File: config.mk
export PLATFORM = sky130hd
export DESIGN_NAME = associative_counter_table
export DESIGN_NICKNAME = d
export VERILOG_FILES = /design/src/rtl/associative_counter_table.sv
export SDC_FILE = /design/constraint.sdc
export NUM_CORES = 1
export LEC_CHECK = 0
export ABC_CLOCK_PERIOD_IN_PS = 5340
export BUFFER_PORTS_ARGS = -buffer_cell sky130_fd_sc_hd__clkbuf_2
export CORE_MARGIN = 3
export CORE_UTILIZATION = 35
export DETAILED_ROUTE_END_ITERATION = 8
export PLACE_DENSITY = 0.52
export SYNTH_ARGS = -nofsm -noshare
export SYNTH_HDL_FRONTEND = slang
export SYNTH_SLANG_ARGS = --single-unit
export TNS_END_PERCENT = 50
File: constraint.sdc
create_clock -name clk -period 5.34 [get_ports clk]
set_input_delay 1.068 -clock clk [delete_from_list [all_inputs] [get_ports clk]]
set_output_delay 1.068 -clock clk [all_outputs]
set_load 0.01 [all_outputs]
File: src/rtl/associative_counter_table.sv
// Fully-associative key/value table with lookup, insert/update, saturating increment and delete.
// Every op searches all valid slots in parallel and returns a registered response one cycle later.
module associative_counter_table #(
    parameter  int KEY_WIDTH  = 4,
    parameter  int DATA_WIDTH = 8,
    parameter  int ENTRIES    = 4,
    localparam int IDX_W      = $clog2(ENTRIES)
) (
    input  logic                  clk,
    input  logic                  async_reset,
    input  logic                  flush,
    input  logic                  op_valid,
    input  logic [1:0]            op,
    input  logic [KEY_WIDTH-1:0]  key,
    input  logic [DATA_WIDTH-1:0] data_in,
    output logic                  rsp_valid,
    output logic                  rsp_hit,
    output logic [DATA_WIDTH-1:0] rsp_data,
    output logic [IDX_W-1:0]      rsp_index,
    output logic                  rsp_error,
    output logic [IDX_W:0]        count,
    output logic                  full
);

    typedef enum logic [1:0] {
        OP_LOOKUP = 2'b00,
        OP_INSERT = 2'b01,
        OP_INC    = 2'b10,
        OP_DELETE = 2'b11
    } op_e;

    localparam logic [DATA_WIDTH-1:0] DATA_MAX = '1;

    logic [ENTRIES-1:0]    valid_q;
    logic [KEY_WIDTH-1:0]  key_q  [ENTRIES];
    logic [DATA_WIDTH-1:0] data_q [ENTRIES];

    logic                  hit;
    logic [IDX_W-1:0]      hit_idx;
    logic                  has_free;
    logic [IDX_W-1:0]      free_idx;
    logic [DATA_WIDTH-1:0] hit_data;

    logic                  do_alloc;
    logic                  do_write;
    logic                  do_delete;
    logic [IDX_W-1:0]      wr_idx;
    logic [DATA_WIDTH-1:0] wr_data;
    logic                  nxt_hit;
    logic                  nxt_error;
    logic [DATA_WIDTH-1:0] nxt_data;
    logic [IDX_W-1:0]      nxt_index;
    logic [IDX_W:0]        nxt_count;

    // Scan downward so the lowest-index match and lowest free slot win.
    always_comb begin
        hit      = 1'b0;
        hit_idx  = '0;
        has_free = 1'b0;
        free_idx = '0;
        for (int i = ENTRIES - 1; i >= 0; i--) begin
            if (valid_q[i] && (key_q[i] == key)) begin
                hit     = 1'b1;
                hit_idx = IDX_W'(i);
            end
            if (!valid_q[i]) begin
                has_free = 1'b1;
                free_idx = IDX_W'(i);
            end
        end
    end

    assign hit_data = data_q[hit_idx];

    always_comb begin
        do_alloc  = 1'b0;
        do_write  = 1'b0;
        do_delete = 1'b0;
        wr_idx    = hit_idx;
        wr_data   = data_in;
        nxt_hit   = hit;
        nxt_error = 1'b0;
        nxt_data  = '0;
        nxt_index = '0;
        nxt_count = count;
        case (op_e'(op))
            OP_LOOKUP: begin
                if (hit) begin
                    nxt_data  = hit_data;
                    nxt_index = hit_idx;
                end
            end
            OP_INSERT: begin
                if (hit) begin
                    do_write  = 1'b1;
                    nxt_data  = data_in;
                    nxt_index = hit_idx;
                end else if (has_free) begin
                    do_alloc  = 1'b1;
                    do_write  = 1'b1;
                    wr_idx    = free_idx;
                    nxt_data  = data_in;
                    nxt_index = free_idx;
                    nxt_count = count + (IDX_W + 1)'(1);
                end else begin
                    nxt_error = 1'b1;
                end
            end
            OP_INC: begin
                if (hit) begin
                    nxt_index = hit_idx;
                    if (hit_data == DATA_MAX) begin
                        nxt_error = 1'b1;
                        nxt_data  = hit_data;
                    end else begin
                        do_write  = 1'b1;
                        wr_data   = hit_data + DATA_WIDTH'(1);
                        nxt_data  = hit_data + DATA_WIDTH'(1);
                    end
                end
            end
            OP_DELETE: begin
                if (hit) begin
                    do_delete = 1'b1;
                    nxt_data  = hit_data;
                    nxt_index = hit_idx;
                    nxt_count = count - (IDX_W + 1)'(1);
                end
            end
            default: ;
        endcase
    end

    // Flush drops any op issued in the same cycle, so no response follows it.
    always_ff @(posedge clk or posedge async_reset) begin
        if (async_reset) begin
            valid_q   <= '0;
            for (int i = 0; i < ENTRIES; i++) begin
                key_q[i]  <= '0;
                data_q[i] <= '0;
            end
            count     <= '0;
            full      <= 1'b0;
            rsp_valid <= 1'b0;
            rsp_hit   <= 1'b0;
            rsp_error <= 1'b0;
            rsp_data  <= '0;
            rsp_index <= '0;
        end else if (flush) begin
            valid_q   <= '0;
            count     <= '0;
            full      <= 1'b0;
            rsp_valid <= 1'b0;
        end else if (op_valid) begin
            if (do_write) begin
                data_q[wr_idx] <= wr_data;
            end
            if (do_alloc) begin
                key_q[wr_idx]   <= key;
                valid_q[wr_idx] <= 1'b1;
            end
            if (do_delete) begin
                valid_q[hit_idx] <= 1'b0;
            end
            count     <= nxt_count;
            full      <= (nxt_count == (IDX_W + 1)'(ENTRIES));
            rsp_valid <= 1'b1;
            rsp_hit   <= nxt_hit;
            rsp_error <= nxt_error;
            rsp_data  <= nxt_data;
            rsp_index <= nxt_index;
        end else begin
            rsp_valid <= 1'b0;
        end
    end

endmodule

==> results.sh, run 1 <==
export IMPL_arrival_ns=4.95
export IMPL_cp_slowest_stage_delay_ns=0.61
export IMPL_synth_common_cells="dfrtp_1, nand2_1, a21oi_1, mux2_2, nor2_1"
export IMPL_drt_iter0_drc=177
export IMPL_dp_hpwl_um=7710
export IMPL_synth_compound_area_share_pct=18.7
export IMPL_crit_chain="clkbuf_2 > inv_1 > o2bb2ai_1 > nor4_2 > a21oi_2 > or2_1 > a211oi_2 > ha_1 > inv_1 > nor3_4 > nand4_2 > a21oi_2 > and3b_1 > mux2_1"
export IMPL_synth_sequential_area_ratio_pct=41.2
export IMPL_crit_path_start_kind="input port"
export IMPL_worst_pin_slew_ns=0.898
export IMPL_crit_type="input port to flop"
export IMPL_slew_headroom_pct=40.1
export IMPL_p_int_w=0.00103
export IMPL_maxCapViolCount=0
export IMPL_antenna_found_initial=0
export IMPL_postCtsSetupBuffers=0
export IMPL_die_h_um=115
export IMPL_dr_pass1_iters=5
export IMPL_drt_wl_total_um=10400
export IMPL_synth_cell_types=71
export IMPL_min_period_ns=4.74
export IMPL_dieArea_mm2=0.0133
export IMPL_rows=39
export IMPL_die_x_um=115
export IMPL_hold_slack_ns=0.485
export IMPL_skew_ns=0.00639
export IMPL_synthTopCellsByArea="dfrtp_1, mux2_2, mux2_1"
export IMPL_layout_cells_non_filler=588
export IMPL_grt_pass1_vias=3254
export IMPL_yosys_area_share_simple_pct=17.4
export IMPL_path_buf_inv=3
export IMPL_synthMuxAreaShare_pct=13.9
export IMPL_num_io_pins=35
export IMPL_hold_violations=0
export IMPL_cts_tree="done"
export IMPL_worstPathRequired_ns=5.55
export IMPL_setup_tns_ns=0
export IMPL_power_frac_comb_pct=17.2
export IMPL_total_power_w=0.00140
export IMPL_overflow=0
export IMPL_synth_edf_count=0
export IMPL_drt_antenna_violating_nets=0
export IMPL_grt_first_pass_wirelength_um=17400
export IMPL_power_density_mw_per_mm2=294
export IMPL_yosys_most_used_dff="dfrtp_1"
export IMPL_switching_share_pct=27.0
export IMPL_async_flop_share_pct=100
export IMPL_synth_cells=407
export IMPL_synth_top_area_share_pct=41.2
export IMPL_period_share_pct=88.8
export IMPL_drv_slew=0
export IMPL_clk_pin_slew_ns=0.05
export IMPL_wl_per_cell_um=17.6
export IMPL_peakVddDrop_v=0.000142
export IMPL_critPathTopFamily="simple AND/OR/NAND/NOR gates"
export IMPL_yosysWarnings=0
export IMPL_cpMaxStageDelayCell="nor4_2"
export IMPL_ys_ff_latch=69
export IMPL_post_cts_resized=0
export IMPL_syn_nets=432
export IMPL_p_clk_share_pct=41.3
export IMPL_antennaDiodeCount=0
export IMPL_synth_top_family_by_area="compound AO/OA/AOI/OAI gates"
export IMPL_synth_fa_ha_area_share_pct=2.09
export IMPL_area_growth_pct=13.9
export IMPL_min_path_type="flop to flop"
export IMPL_power_frac_seq_pct=41.5
export IMPL_status="finished clean"
export IMPL_h_tree_depth=3
export IMPL_netlist_area_mm2=0.00419
export IMPL_worstSkewPairLatency_ns=0.33
export IMPL_switching_power_w=0.000379
export IMPL_nFillCells=1099
export IMPL_dp_cells=574
export IMPL_postCtsHoldBufs=0
export IMPL_end_kind="flop"
export IMPL_synth_xor_area_share_pct=2.72
export IMPL_p_leak_nw=2.18
export IMPL_clock_sinks=69
export IMPL_setup_viol=0
export IMPL_core_area_mm2=0.0116
export IMPL_yosysMostFrequentCell="dfrtp_1"
export IMPL_grt_max_degree=70
export IMPL_root_buffer="clkbuf_16"
export IMPL_clk_path_buf_depth=2
export IMPL_drc=0
export IMPL_yosysTopAreaCell="dfrtp_1"
export IMPL_drt_vias_per_instance=5.52
export IMPL_fmax_mhz=211
export IMPL_start_util_pct=36.3
export IMPL_gp_congestion=0.858
export IMPL_via_count=3245
export IMPL_final_layout_size_suffix_gt1_share_pct=24.9
export IMPL_numCtsBuffers=9
export IMPL_nets=467
export IMPL_gr_usage_all_layers_pct=16.8
export IMPL_rsz0062_at_grt="no"
export IMPL_cp_max_fo=11
export IMPL_synth_avg_cell_area_um2=10.3
export IMPL_numPortBuffers=34
-- final timing paths --
path	startpoint	end	slack [ns]	cells after the start
min in group asynchronous	async_reset	key_q[9]	0.95	3
max in group asynchronous	async_reset	key_q[15]	3.76	3
worst min-delay path	data_q[12]	data_q[12]	0.49	1
worst max register to register	valid_q[3]	data_q[12]	1.08	12
worst max-delay path	key[1]	data_q[12]	0.60	14
worst min register to register	data_q[12]	data_q[12]	0.49	1
-- cell usage in the layout (no fill, tap or decap), types with 9 or more instances in the layout --
cell type,synthesis,final
dfrtp_1,69,69
nand2_1,37,37
clkbuf_2,0,34
a21oi_1,27,27
mux2_2,27,27
nor2_1,24,24
o21ai_0,23,23
inv_1,19,18
nand2b_1,13,13
mux2_1,13,13
nand3_1,9,9
clkbuf_16,0,9
-- power by group through the flow --
stage | combinational [W] | sequential [W] | clock, W
2_1_floorplan | 0.000173 | 0.000588 | 0
3_3_place_gp | 0.000243 | 0.000591 | 0
3_5_place_dp | 0.000243 | 0.000591 | 0
4_1_cts | 0.000243 | 0.000582 | 0.000596
5_1_grt | 0.000270 | 0.000586 | 0.000620
6_report | 0.000242 | 0.000583 | 0.000580
-- cells by family (layout without fill, tap and decap cells) --
logic type                 after synthesis  count (layout)
AOI/OAI and AO/OA                      109             109
adders and majority gates                7               7
DFF                                     69              69
xor gates and xnor gates                13              13
buffers and inverters                   36              74
muxes                                   49              49
and+or+nand+nor                        124             124
-- cell type report --
class | count | area [um2] | area share (%)
multi-input cells | 302 | 2300 | 48.1
repair buffers | 40 | 215 | 4.50
clock inverters | 2 | 35.0 | 0.733
well taps | 143 | 179 | 3.75
clock buffers | 12 | 246 | 5.16
inverters | 20 | 75.1 | 1.57
flip-flops and latches | 69 | 1730 | 36.1
-- through the flow --
stage | instance area, um2 | worst slack, ns | util (%)
final | 4780 | 0.597 | 41.3
after global routing | 4780 | 0.316 | 41.3
after CTS | 4780 | 0.588 | 41.3
after detailed placement | 4500 | 0.251 | 38.9
after global placement | 4500 | 0.410 | 38.9
after floorplan | 4190 | 0.797 | -
-- state kept, by name, summed over array words and instances (netlist names) --
| register | cells |
|---|---|
| valid_q | 4 |
| rsp_data | 8 |
| rsp_error | 1 |
| rsp_hit | 1 |
| data_q | 32 |
| full | 1 |
| rsp_valid | 1 |
| count | 3 |
| rsp_index | 2 |
| key_q | 16 |
-- routing by layer --
metal	up-vias	track usage [%]	routed length, um
li1	1563	-	-
met1	1602	23.2	5070
met2	69	26.5	4760
met3	11	2.92	358
met4	0	5.95	174
met5	-	0	0
Note: power is estimated with default switching activity, not from simulation.
==> run 2, diff against run 1 <==
--- a/config.mk
+++ b/config.mk
@@ -11,6 +11,7 @@
 export CORE_UTILIZATION = 35
 export DETAILED_ROUTE_END_ITERATION = 8
 export PLACE_DENSITY = 0.52
+export SETUP_SLACK_MARGIN = 0.1
 export SYNTH_ARGS = -nofsm -noshare
 export SYNTH_HDL_FRONTEND = slang
 export SYNTH_SLANG_ARGS = --single-unit
==> constraint.sdc (replaced) <==
create_clock -name clk -period 5.34 [get_ports clk]
set_input_delay 0.801 -clock clk [delete_from_list [all_inputs] [get_ports clk]]
set_output_delay 0.801 -clock clk [all_outputs]
set_load 0.01 [all_outputs]
==> results.sh, run 2 (same netlist as run 1, synthesis figures left out) <==
export IMPL_highest_layer="met4"
export IMPL_setup_viol=0
export IMPL_r2r_end="data_q[15]"
export IMPL_drt_wl_total_um=10500
export IMPL_hold_path_end="data_q[15]"
export IMPL_grt_pass1_vias=3226
export IMPL_final_util_pct=41.3
export IMPL_area_growth_pct=14.0
export IMPL_dp_hpwl_um=7690
export IMPL_clock_sinks=69
export IMPL_final_cell_mix="dfrtp_1, nand2_1, clkbuf_2, a21oi_1, mux2_2"
export IMPL_dr_pass1_iters=5
export IMPL_numPortBuffers=34
export IMPL_r2r_setup_slack_ns=0.90
export IMPL_via_count=3251
export IMPL_cp_max_fo=11
export IMPL_total_power_w=0.00141
export IMPL_met2RoutedLength_um=4700
export IMPL_hold_violations=0
export IMPL_clk_path_buf_depth=2
export IMPL_power_density_mw_per_mm2=296
export IMPL_numCtsBuffers=9
export IMPL_drt_antenna_violating_nets=0
export IMPL_final_common_cell="dfrtp_1"
export IMPL_p_leak_nw=2.17
export IMPL_drv_slew=0
export IMPL_fmax_mhz=212
export IMPL_hold_path_startpoint="data_q[15]"
export IMPL_die_x_um=115
export IMPL_gr_usage_all_layers_pct=16.7
export IMPL_layout_cells_non_filler=588
export IMPL_wl_per_cell_um=17.9
export IMPL_reg2reg_depth=12
export IMPL_grt_first_pass_wirelength_um=17500
export IMPL_slew_headroom_pct=38.1
export IMPL_cts_tree="done"
export IMPL_clk_pin_slew_ns=0.05
export IMPL_final_layout_size_suffix_gt1_share_pct=25.2
export IMPL_grt_max_degree=70
export IMPL_postCtsSetupBuffers=0
export IMPL_antenna_found_initial=0
export IMPL_min_path_type="flop to flop"
export IMPL_drt_vias_per_instance=5.53
export IMPL_setup_tns_ns=0
export IMPL_drc=0
export IMPL_top_register="data_q"
export IMPL_worstPathRequired_ns=5.55
export IMPL_postCtsHoldBufs=0
export IMPL_crit_path_start_kind="input port"
export IMPL_period_share_pct=88.4
export IMPL_num_io_pins=35
export IMPL_maxCapViolCount=0
export IMPL_antennaDiodeCount=0
export IMPL_wl_met1_um=5200
export IMPL_h_tree_depth=3
export IMPL_largest_reg_flops=32
export IMPL_worstSkewPairLatency_ns=0.34
export IMPL_place_ws_ns=0.336
export IMPL_die_h_um=115
export IMPL_core_area_mm2=0.0116
export IMPL_drt_iter0_drc=245
export IMPL_nets=465
export IMPL_largestRegisters="data_q (32), key_q (16), rsp_data (8)"
export IMPL_layout_setup_ws_ns=0.619
export IMPL_rr_startpoint="valid_q[3]"
export IMPL_arrival_ns=4.93
export IMPL_crit_type="input port to flop"
export IMPL_overflow=0
export IMPL_min_period_ns=4.72
export IMPL_gp_congestion=0.875
export IMPL_min_path_cells=1
export IMPL_skew_ns=0.00882
export IMPL_peakVddDrop_v=0.000114
export IMPL_dp_cells=572
export IMPL_status="finished clean"
export IMPL_rows=39
export IMPL_end_kind="flop"
export IMPL_start_util_pct=36.3
export IMPL_dieArea_mm2=0.0133
export IMPL_rsz0062_at_grt="no"
export IMPL_routed_wl_met3_um=407
export IMPL_root_buffer="clkbuf_16"
export IMPL_worst_pin_slew_ns=0.928
export IMPL_post_cts_resized=0
-- run 2: critical path: stages --
cell	delay, ns
clkbuf_2	0.15
inv_1	0.17
o2bb2ai_1	0.11
nor4_2	0.61
a21oi_2	0.20
or2_1	0.43
a211oi_2	0.42
ha_1	0.25
inv_1	0.10
nor3_4	0.33
nand4_2	0.35
a21oi_2	0.31
and3b_1	0.34
mux2_1	0.35
-- run 2: how the worst max path moves through the flow --
stage / start / end / slack, ns / cells after the start
after floorplan: key[2] / data_q[9] / 1.06 / 15
after global placement: key[1] / data_q[10] / 0.45 / 14
after detailed placement: key[1] / data_q[15] / 0.34 / 14
after CTS: key[1] / data_q[15] / 0.67 / 14
after global routing: key[1] / data_q[12] / 0.31 / 14
final: key[1] / data_q[15] / 0.62 / 14
-- run 2: layout make-up --
cell class                 count  area, um2
inverter                      20       75.1
tap                          143        179
sequential                    69       1730
timing repair buffer          38        200
clock inverter                 2       15.0
fill                        1151       6790
multi-input combinational    302       2300
clock buffer                  14        284
-- run 2: through the flow --
step | area (um2) | hold slack [ns]
floorplan | 4190 | 0.448
detailed placement | 4480 | 0.477
finish | 4780 | 0.483
CTS | 4780 | 0.490
global placement | 4480 | 0.467
global route | 4780 | 0.515
-- run 2: where the power goes --
| group | internal, W | switching, W |
|---|---|---|
| registers | 0.000558 | 0.0000227 |
| logic | 0.0000937 | 0.000144 |
| clock network | 0.000366 | 0.000230 |
| total | 0.00102 | 0.000397 |
-- run 2: layer usage --
metal	track usage, %	vias up
li1	-	1568
met1	24.1	1586
met2	25.3	78
met3	2.92	19
met4	5.95	0
met5	0	-
==> run 3, diff against run 2 <==
--- a/config.mk
+++ b/config.mk
@@ -7,6 +7,7 @@
 export LEC_CHECK = 0
 export ABC_CLOCK_PERIOD_IN_PS = 5340
 export BUFFER_PORTS_ARGS = -buffer_cell sky130_fd_sc_hd__clkbuf_2
+export CORE_ASPECT_RATIO = 0.8
 export CORE_MARGIN = 3
 export CORE_UTILIZATION = 35
 export DETAILED_ROUTE_END_ITERATION = 8
==> results.sh, run 3 (same netlist as run 1, synthesis figures left out) <==
export IMPL_cp_max_fo=11
export IMPL_postCtsSetupBuffers=0
export IMPL_layout_cells_non_filler=594
export IMPL_numPortBuffers=34
export IMPL_min_path_type="flop to flop"
export IMPL_dpl_cell_area_mm2=0.00449
export IMPL_drc=0
export IMPL_design_area_mm2=0.00479
export IMPL_largestRegisters="data_q (32), key_q (16), rsp_data (8)"
export IMPL_p_leak_nw=2.18
export IMPL_rsz0062_at_grt="no"
export IMPL_drt_antenna_violating_nets=0
export IMPL_arrival_ns=4.81
export IMPL_final_common_cell="dfrtp_1"
export IMPL_largest_reg_flops=32
export IMPL_setup_tns_ns=0
export IMPL_crit_type="input port to flop"
export IMPL_rows=35
export IMPL_nets=466
export IMPL_final_layout_size_suffix_gt1_share_pct=25.6
export IMPL_drt_iter0_drc=300
export IMPL_slew_headroom_pct=41.3
export IMPL_period_share_pct=86.2
export IMPL_h_tree_depth=3
export IMPL_root_buffer="clkbuf_16"
export IMPL_total_power_w=0.00142
export IMPL_drt_wl_total_um=10700
export IMPL_core_area_mm2=0.0116
export IMPL_power_density_mw_per_mm2=297
export IMPL_gp_congestion=0.851
export IMPL_grt_pass1_vias=3174
export IMPL_reg2reg_depth=12
export IMPL_wl_per_cell_um=18.0
export IMPL_antenna_found_initial=0
export IMPL_cts_tree="done"
export IMPL_crit_path_start_kind="input port"
export IMPL_min_period_ns=4.60
export IMPL_post_cts_resized=0
export IMPL_via_count=3281
export IMPL_dieArea_mm2=0.0133
export IMPL_die_x_um=128
export IMPL_numCtsBuffers=9
export IMPL_start_util_pct=36.1
export IMPL_num_io_pins=35
export IMPL_clock_sinks=69
export IMPL_final_util_pct=41.3
export IMPL_area_growth_pct=14.3
export IMPL_clk_path_buf_depth=2
export IMPL_dr_pass1_iters=4
export IMPL_final_cell_mix="dfrtp_1, nand2_1, clkbuf_2, a21oi_1, mux2_2"
export IMPL_dp_cells=578
export IMPL_clk_pin_slew_ns=0.05
export IMPL_postCtsHoldBufs=0
export IMPL_gr_usage_all_layers_pct=16.9
export IMPL_status="finished clean"
export IMPL_top_register="data_q"
export IMPL_worst_pin_slew_ns=0.880
export IMPL_grt_first_pass_wirelength_um=17800
export IMPL_min_path_cells=1
export IMPL_antennaDiodeCount=0
export IMPL_fmax_mhz=217
export IMPL_worstSkewPairLatency_ns=0.33
export IMPL_end_kind="flop"
export IMPL_hold_violations=0
export IMPL_dp_hpwl_um=7980
export IMPL_drv_slew=0
export IMPL_grt_max_degree=70
export IMPL_drt_vias_per_instance=5.52
export IMPL_maxCapViolCount=0
export IMPL_setup_viol=0
export IMPL_overflow=0
export IMPL_die_h_um=104
export IMPL_skew_ns=0.00837
export IMPL_peakVddDrop_v=0.000170
export IMPL_worstPathRequired_ns=5.55
## run 3: metrics by stage
stage / setup WS [ns] / hold slack [ns]
2_1_floorplan: 1.06 / 0.448
3_3_place_gp: 0.567 / 0.463
3_5_place_dp: 0.431 / 0.474
4_1_cts: 0.779 / 0.487
5_1_grt: 0.432 / 0.514
6_report: 0.736 / 0.482
## run 3: report_power, final
part | internal (W) | leakage [nW] | switching, W
Sequential | 0.000558 | 0.919 | 0.0000245
Combinational | 0.0000943 | 1.11 | 0.000148
Clock | 0.000363 | 0.146 | 0.000237
Total | 0.00102 | 2.18 | 0.000410
## run 3: worst paths after layout
kind | endpoint | slack (ns) | startpoint
worst max-delay path | data_q[10] | 0.74 | key[1]
worst min-delay path | data_q[12] | 0.48 | data_q[12]
worst max register to register | data_q[10] | 1.00 | valid_q[3]
worst min register to register | data_q[12] | 0.48 | data_q[12]
max in group asynchronous | rsp_data[5] | 4.06 | async_reset
min in group asynchronous | key_q[6] | 0.71 | async_reset
## run 3: layer usage
layer / wire length [um] / vias to the layer above / share of wire, % / track usage [%]
met5: 0 / - / 0 / 0
met1: 5510 / 1624 / 51 / 26.2
li1: - / 1563 / - / -
met3: 569 / 5 / 5.3 / 3.90
met2: 4550 / 89 / 43 / 23.5
met4: 70 / 0 / 0.65 / 4.09
## run 3: critical path, cell delays in order
cell       delay (ns)
clkbuf_2         0.14
inv_1            0.15
o2bb2ai_1        0.11
nor4_2           0.57
a21oi_2          0.19
or2_1            0.41
a211oi_2         0.44
ha_1             0.25
inv_1            0.10
nor3_4           0.31
nand4_2          0.32
a21oi_2          0.31
and3b_1          0.34
mux2_1           0.36
## run 3: final cells by class
class / instances / area, um2
clock inverter: 7 / 73.8
multi-input combinational: 302 / 2300
clock buffer: 9 / 225
tap: 148 / 185
fill: 1120 / 6810
sequential: 69 / 1730
timing repair buffer: 39 / 208
inverter: 20 / 75.1
